`src/rtl/reduccion_signo.sv`:
```
// reduccion_signo: narrows signed 32-bit words to signed 16 bits.
// It flags words that do not fit, queues results in a 2-entry FIFO with a
// valid/ready handshake on both sides, and counts overflows with saturation.
// Optional build macro REDUCCION_SATURACION_EN clamps overflowing words to
// 16'h7FFF or 16'h8000. Without the macro, out_data keeps the low halfword.
module reduccion_signo #(
  parameter int CNT_W = 8
) (
  input  logic             clk,
  input  logic             rst_n,
  input  logic             in_valid,
  input  logic [31:0]      in_data,
  output logic             in_ready,
  output logic             out_valid,
  output logic [15:0]      out_data,
  output logic             out_ovf,
  input  logic             out_ready,
  output logic [CNT_W-1:0] ovf_count
);

  typedef enum logic [1:0] {
    EMPTY = 2'd0,
    ONE   = 2'd1,
    TWO   = 2'd2
  } state_t;

  localparam logic [CNT_W-1:0] CNT_ONE = {{(CNT_W-1){1'b0}}, 1'b1};

  state_t      state;
  logic [15:0] head_data;
  logic        head_ovf;
  logic [15:0] tail_data;
  logic        tail_ovf;

  logic [15:0] nar_data;
  logic        nar_ovf;
  logic        accept;
  logic        consume;

  // The word fits in 16 bits only when bits 31..15 are a pure sign extension.
  always_comb begin
    nar_ovf  = !((&in_data[31:15]) || (~|in_data[31:15]));
    nar_data = in_data[15:0];
`ifdef REDUCCION_SATURACION_EN
    if (nar_ovf) begin
      nar_data = in_data[31] ? 16'h8000 : 16'h7FFF;
    end
`endif
  end

  // Handshake flags come from registered state, so out_ready never reaches in_ready.
  assign in_ready  = (state != TWO);
  assign out_valid = (state != EMPTY);
  assign accept    = in_valid && in_ready;
  assign consume   = out_valid && out_ready;

  assign out_data  = head_data;
  assign out_ovf   = head_ovf;

  // Occupancy FSM with head/tail storage and the saturating overflow counter.
  always_ff @(posedge clk) begin
    if (!rst_n) begin
      state     <= EMPTY;
      head_data <= 16'h0000;
      head_ovf  <= 1'b0;
      tail_data <= 16'h0000;
      tail_ovf  <= 1'b0;
      ovf_count <= '0;
    end else begin
      if (accept && nar_ovf && (ovf_count != '1)) begin
        ovf_count <= ovf_count + CNT_ONE;
      end
      case (state)
        EMPTY: begin
          if (accept) begin
            head_data <= nar_data;
            head_ovf  <= nar_ovf;
            state     <= ONE;
          end
        end
        ONE: begin
          if (accept && consume) begin
            head_data <= nar_data;
            head_ovf  <= nar_ovf;
          end else if (accept) begin
            tail_data <= nar_data;
            tail_ovf  <= nar_ovf;
            state     <= TWO;
          end else if (consume) begin
            state <= EMPTY;
          end
        end
        TWO: begin
          if (consume) begin
            head_data <= tail_data;
            head_ovf  <= tail_ovf;
            state     <= ONE;
          end
        end
        default: begin
          state <= EMPTY;
        end
      endcase
    end
  end

endmodule

```
`config.mk`:
```
export PLATFORM = sky130hd
export DESIGN_NAME = reduccion_signo
export DESIGN_NICKNAME = d
export VERILOG_FILES = /design/src/rtl/reduccion_signo.sv
export SDC_FILE = /design/constraint.sdc
export NUM_CORES = 1
export LEC_CHECK = 0
export BUFFER_PORTS_ARGS = -buffer_cell sky130_fd_sc_hd__buf_2
export CORE_AREA = 5 5 78 80
export DETAILED_ROUTE_END_ITERATION = 6
export DIE_AREA = 0 0 83 85
export SETUP_SLACK_MARGIN = 0.05
export SLEW_MARGIN = 20
export SYNTH_ARGS = -nofsm -noshare
export SYNTH_HDL_FRONTEND = slang
export SYNTH_SLANG_ARGS = --single-unit
```
`constraint.sdc`:
```
create_clock -name clk -period 1.8 [get_ports clk]
set_clock_uncertainty 0.1 [all_clocks]
set_input_delay 0.27 -clock clk [delete_from_list [all_inputs] [get_ports clk]]
set_output_delay 0.27 -clock clk [all_outputs]
set_load 0.01 [all_outputs]
```
### Yosys cells after proc, flatten, opt, wreduce, memory -nomap -nowiden

Index checks and enable logic that the tools add are counted.

| word-level totals | value |
|---|---|
| register bits | 44 |
| input port bits | 36 |
| logic and storage cells | 47 |

| cells by class | value |
|---|---|
| $add $sub $neg | 1 |
| equal/unequal tests | 9 |
| multiplexer cells | 14 |
| bitwise logic cells | 1 |
| reductions and logical operators | 16 |

Operators with widths:

| kind | number |
|---|---|
| 16-bit two-way mux | 3 |
| 16-bit one-hot mux with 3 select lines | 1 |
| 17-bit AND reduction | 1 |
| 17-bit OR reduction | 1 |
| 2-bit two-way mux | 5 |
| 2-bit inequality test, second input constant | 5 |
| 8-bit by 1-bit adder with 8-bit output, second input constant | 1 |
| 8-bit inequality test, second input constant | 1 |
| 4-bit AND reduction | 2 |
| 2-bit one-hot mux with 3 select lines | 1 |
| 1-bit logical AND | 5 |
| 1-bit two-way mux | 3 |
| 3-bit inequality test, second input constant | 1 |
| 1-bit one-hot mux with 3 select lines | 1 |
| 3-bit AND reduction | 1 |
| 3-bit nonzero test | 1 |
| 2-bit by 1-bit == test with 1-bit output, second input constant | 1 |
| 2-bit == test, second input constant | 1 |
| 1-bit zero test | 2 |
| 2-bit zero test | 1 |
| 2-bit nonzero test | 1 |
| 1-bit logical OR | 1 |
| 1-bit NOT | 1 |

### Logic depth before layout (Yosys ltp)

| logic depth | value |
|---|---|
| depth after elaboration | 6 |
| gate-level depth with buffers | 8 |
| gate-level depth less buffers | 6 |

### Worst setup path after synthesis

No wires, ideal clock.

| timing path | value |
|---|---|
| path type | input -> register |
| start | in in_data[23] |
| end | reg ovf_count[0] |
| arrival time | 1451 ps |
| data required time | 1585 ps |
| setup slack | 134 ps |
| stages on the path | 7 |
| buffers on the path | 1 |
| cell sequence | nor4_2 -> nand4_1 -> or4_4 -> nand3_2 -> buf_6 -> xnor2_1 -> and2_1 |

| between the ends | value |
|---|---|
| word-level cells in the longest chain between the ends | 6 |

RTL lines:

| item | RTL line | text |
|---|---|---|
| from (decl) | 12 | `input logic [31:0] in_data,` |
| 17-bit OR reduction | 42 | `nar_ovf = !((&in_data[31:15]) \|\| (~\|in_data[31:15]));` |
| 1-bit zero test | 42 |  |
| 1-bit logical OR * | 42 |  |
| 1-bit zero test * | 42 |  |
| 1-bit logical AND * (2 in series) | 70 | `if (accept && nar_ovf && (ovf_count != '1)) begin` |
| to (signal assigned) | 71 | `ovf_count <= ovf_count + CNT_ONE;` |
| to (decl) | 18 | `output logic [CNT_W-1:0] ovf_count` |

Every way passes the cells marked *; elsewhere a longest branch is shown, timed or not.
A chain may end at the register's enable or synchronous reset.

### Worst setup path after layout

| timing path | value |
|---|---|
| start | reg state[0] |
| end | out in_ready |

| between the ends | value |
|---|---|
| word-level cells in the longest chain between the ends | 1 |

RTL lines:

| item | RTL line | text |
|---|---|---|
| from (decl) | 29 | `state_t state;` |
| from (signal assigned) | 63 | `state <= EMPTY;` |
| from (signal assigned) | 78 | `state <= ONE;` |
| from (signal assigned) | 88 | `state <= TWO;` |
| 2-bit inequality test | 52 | `assign in_ready = (state != TWO);` |
| to (decl) | 13 | `output logic in_ready,` |

Every way passes these cells.

==> results.md <==
- Post-DR wirelength/cell: ~13 um
- Syn_area_per_cell: approximately 8.9 um2
- Final setup fails: 0
- Final Critical Period: 1.68 ns
- Synth area leaders: dfxtp_1, nand2_1, mux2i_1
- Max VDD drop: slightly below 0.0006 V
- Fin crit share: between 90 and 100%
- Worst Setup Slack, final: approximately 0.12 ns
- Post-route cell area: approximately 0.0027 mm2
- WL final: about 4700 um
- Post-place setup slack: -0.0674 ns
- Crit path max-delay cell type: buf_4
- Vias: 1830
- Arrival time worst endpoint: between 1 and 1.5 ns
- IO buf count: between 60 and 70
- Required time worst endpoint: between 1 and 1.5 ns
- Status: complete, no violations
- DRC: 0
- CP Capture Type: output port
- First-pass DRT Iterations: 4
- Worst slew pin tran: about 0.46 ns
- Sequential fraction of the synthesis area: between 40% and 50%
- Hold Path Class: primary input to flip-flop
- Crit Path Class: flip-flop to output port
- Fmax: ~600 MHz
- Root buffer cell: clkbuf_8
- Antenna-violating nets left: 0
- First-pass GRT wire length: 8270 um
- TritonCTS Buffers: 5
- Starting Density: 38.2%
- Final hold viol count: 0
- N_diodes: 0
- Final Total Pwr: 0.00214 W
- Maxcap violations: 0
- I/O pin count: between 60 and 70
- Worst-path fanout max: 21
- Synth async-reset ratio: 0%
- CTS clock-pin slew for the worst setup and hold paths: 0.08 ns
- Layout cells sized above 1: about a third
- Core area: ~0.0053 mm2
- Critical path startpoint: state[0]
- Detailed Place HPWL: roughly 3500 um
- CTS tree: built
- Vias in the first global route: between 1500 and 2000
- FF-to-FF setup slack: ~0.12 ns
- Via-per-instance ratio: ~4.9
- Cells along the critical path: nand2b_1, buf_4, buf_2
- Most frequent cell after synthesis: nand2_1
- Area of the mapped netlist: 0.00204 mm2
- Worst-skew pair later-pin latency: between 0.2 and 0.3 ns
- Post-synth EDFFs: 0
- FP Rows: 27
- Clock sink total: 44
- Layout overhead on the synthesized area: 30.1%
- Die Wd: around 83 um
- Top cell type's share of synthesized area: roughly 43%
- Pins Over Slew Limit: 0
- Die ar.: 0.00706 mm2
- Fillers: ~560
- Placement Cell Area: roughly 0.0025 mm2
- Grt ovf: 0
- Crit start category: flip-flop
- Initial antenna violation count: 0
- Worst relative slew slack: ~69%
- Largest net degree at the start of global routing: 30
- WHS: 0.130 ns
- Dominant register cell in the synthesized netlist: dfxtp_1
- Leakage: 1.35 nW
- Syn. warnings: 0
- Routability congestion estimate: approximately 0.72
- Commonest cells in the synthesized netlist: nand2_1, dfxtp_1, a21boi_0, mux2i_1, o211a_1
- Nets: between 300 and 400
- R2R Path Start: ovf_count[0]
- Area leader, netlist: dfxtp_1
- Die H: between 80 and 90 um
- Yosys reg bits: 44
- Final setup TNS: 0 ns
- Max stage delay on crit path: 0.34 ns
- Worst hold start: in_data[5]
- Distinct cells, synth: 37
- PD cells: 809 mW/mm2
- Syn nets: 265
- GR Util All Layers: about 14%
- Gate Count Post-Synth: around 230
- H-tree depth: 2
- RSZ-0062 raised after global routing: yes
- Initial DRC count: 56
- CTS max path bufs: 2
[cell usage in the layout, fill, tap and decap left out, types with 4 or more instances in the layout]
cell type / count
a21boi_0: 16
a21oi_1: 5
buf_2: 62
buf_4: 17
clkbuf_8: 5
dfxtp_1: 42
mux2i_1: 16
nand2_1: 54
nand2b_1: 4
nand3_1: 5
nand4_1: 6
nor2_1: 5
o211a_1: 16
o21ai_0: 4
[cell type report]
type / count / area, um2 / area share [%]
Clock buffer: 5 / 68.8 / 2.60
Clock inverter: 3 / 42.5 / 1.60
Inverter: 3 / 11.3 / 0.425
Multi-Input combinational cell: 165 / 1100 / 41.4
Sequential cell: 44 / 883 / 33.3
Tap cell: 72 / 90.1 / 3.40
Timing Repair Buffer: 80 / 458 / 17.3
[metal layers]
metal	track usage (%)	part of all wire, %	vias up
li1	-	-	948
met1	16.9	45	846
met2	24.6	49	34
met3	3.50	5.0	2
met4	2.67	0.38	0
met5	0	0	-
[cells by family (layout without fill, tap and decap cells)]
family | Yosys count | in the layout | synth area share [%]
AOI/OAI and AO/OA | 55 | 55 | 21.3
muxes | 16 | 16 | 7.86
adders and majority gates | 1 | 1 | 0.614
DFF | 44 | 44 | 43.2
buffers and inverters | 19 | 91 | 4.17
and+or+nand+nor | 92 | 92 | 22.4
xor gates and xnor gates | 1 | 1 | 0.430
[worst max-delay path, delay by kind of cell, from the launching register on]
kind	cells	cell delay, ns
flops	1	0.33
simple gates	1	0.14
buf+inv	2	0.54
[report_power, final]
group          switching, W  total (W)  internal (W)
Sequential        0.0000278    0.00106       0.00103
Combinational      0.000172   0.000337      0.000165
Clock              0.000339   0.000749      0.000411
[what timing repair did]
action	CTS	global route
endpoints found under the hold margin	0	0
setup buffers	2	0
pin swaps	1	4
endpoints found under the setup margin	3	4
resized for setup	1	7
hold buffers	0	0
[metrics by stage]
| step | std cells | utilization [%] |
|---|---|---|
| 2_1_floorplan | 228 | - |
| 3_3_place_gp | 362 | 46.8 |
| 3_5_place_dp | 362 | 46.8 |
| 4_1_cts | 372 | 49.3 |
| 5_1_grt | 372 | 49.7 |
| 6_report | 372 | 49.7 |
[path summary, 6_finish.rpt]
| kind | end | depth (start not counted) |
|---|---|---|
| max reg2reg | ovf_count[5] | 6 |
| min | tail_data[5] | 3 |
| min reg2reg | tail_data[15] | 2 |
| max | in_ready | 3 |
[registers in the layout, summed over array words and instances, names as in the netlist]
name	count
tail_ovf	1
ovf_count	8
state	2
tail_data	16
out_data	16
out_ovf	1
Power figures use the tool's default switching activity.
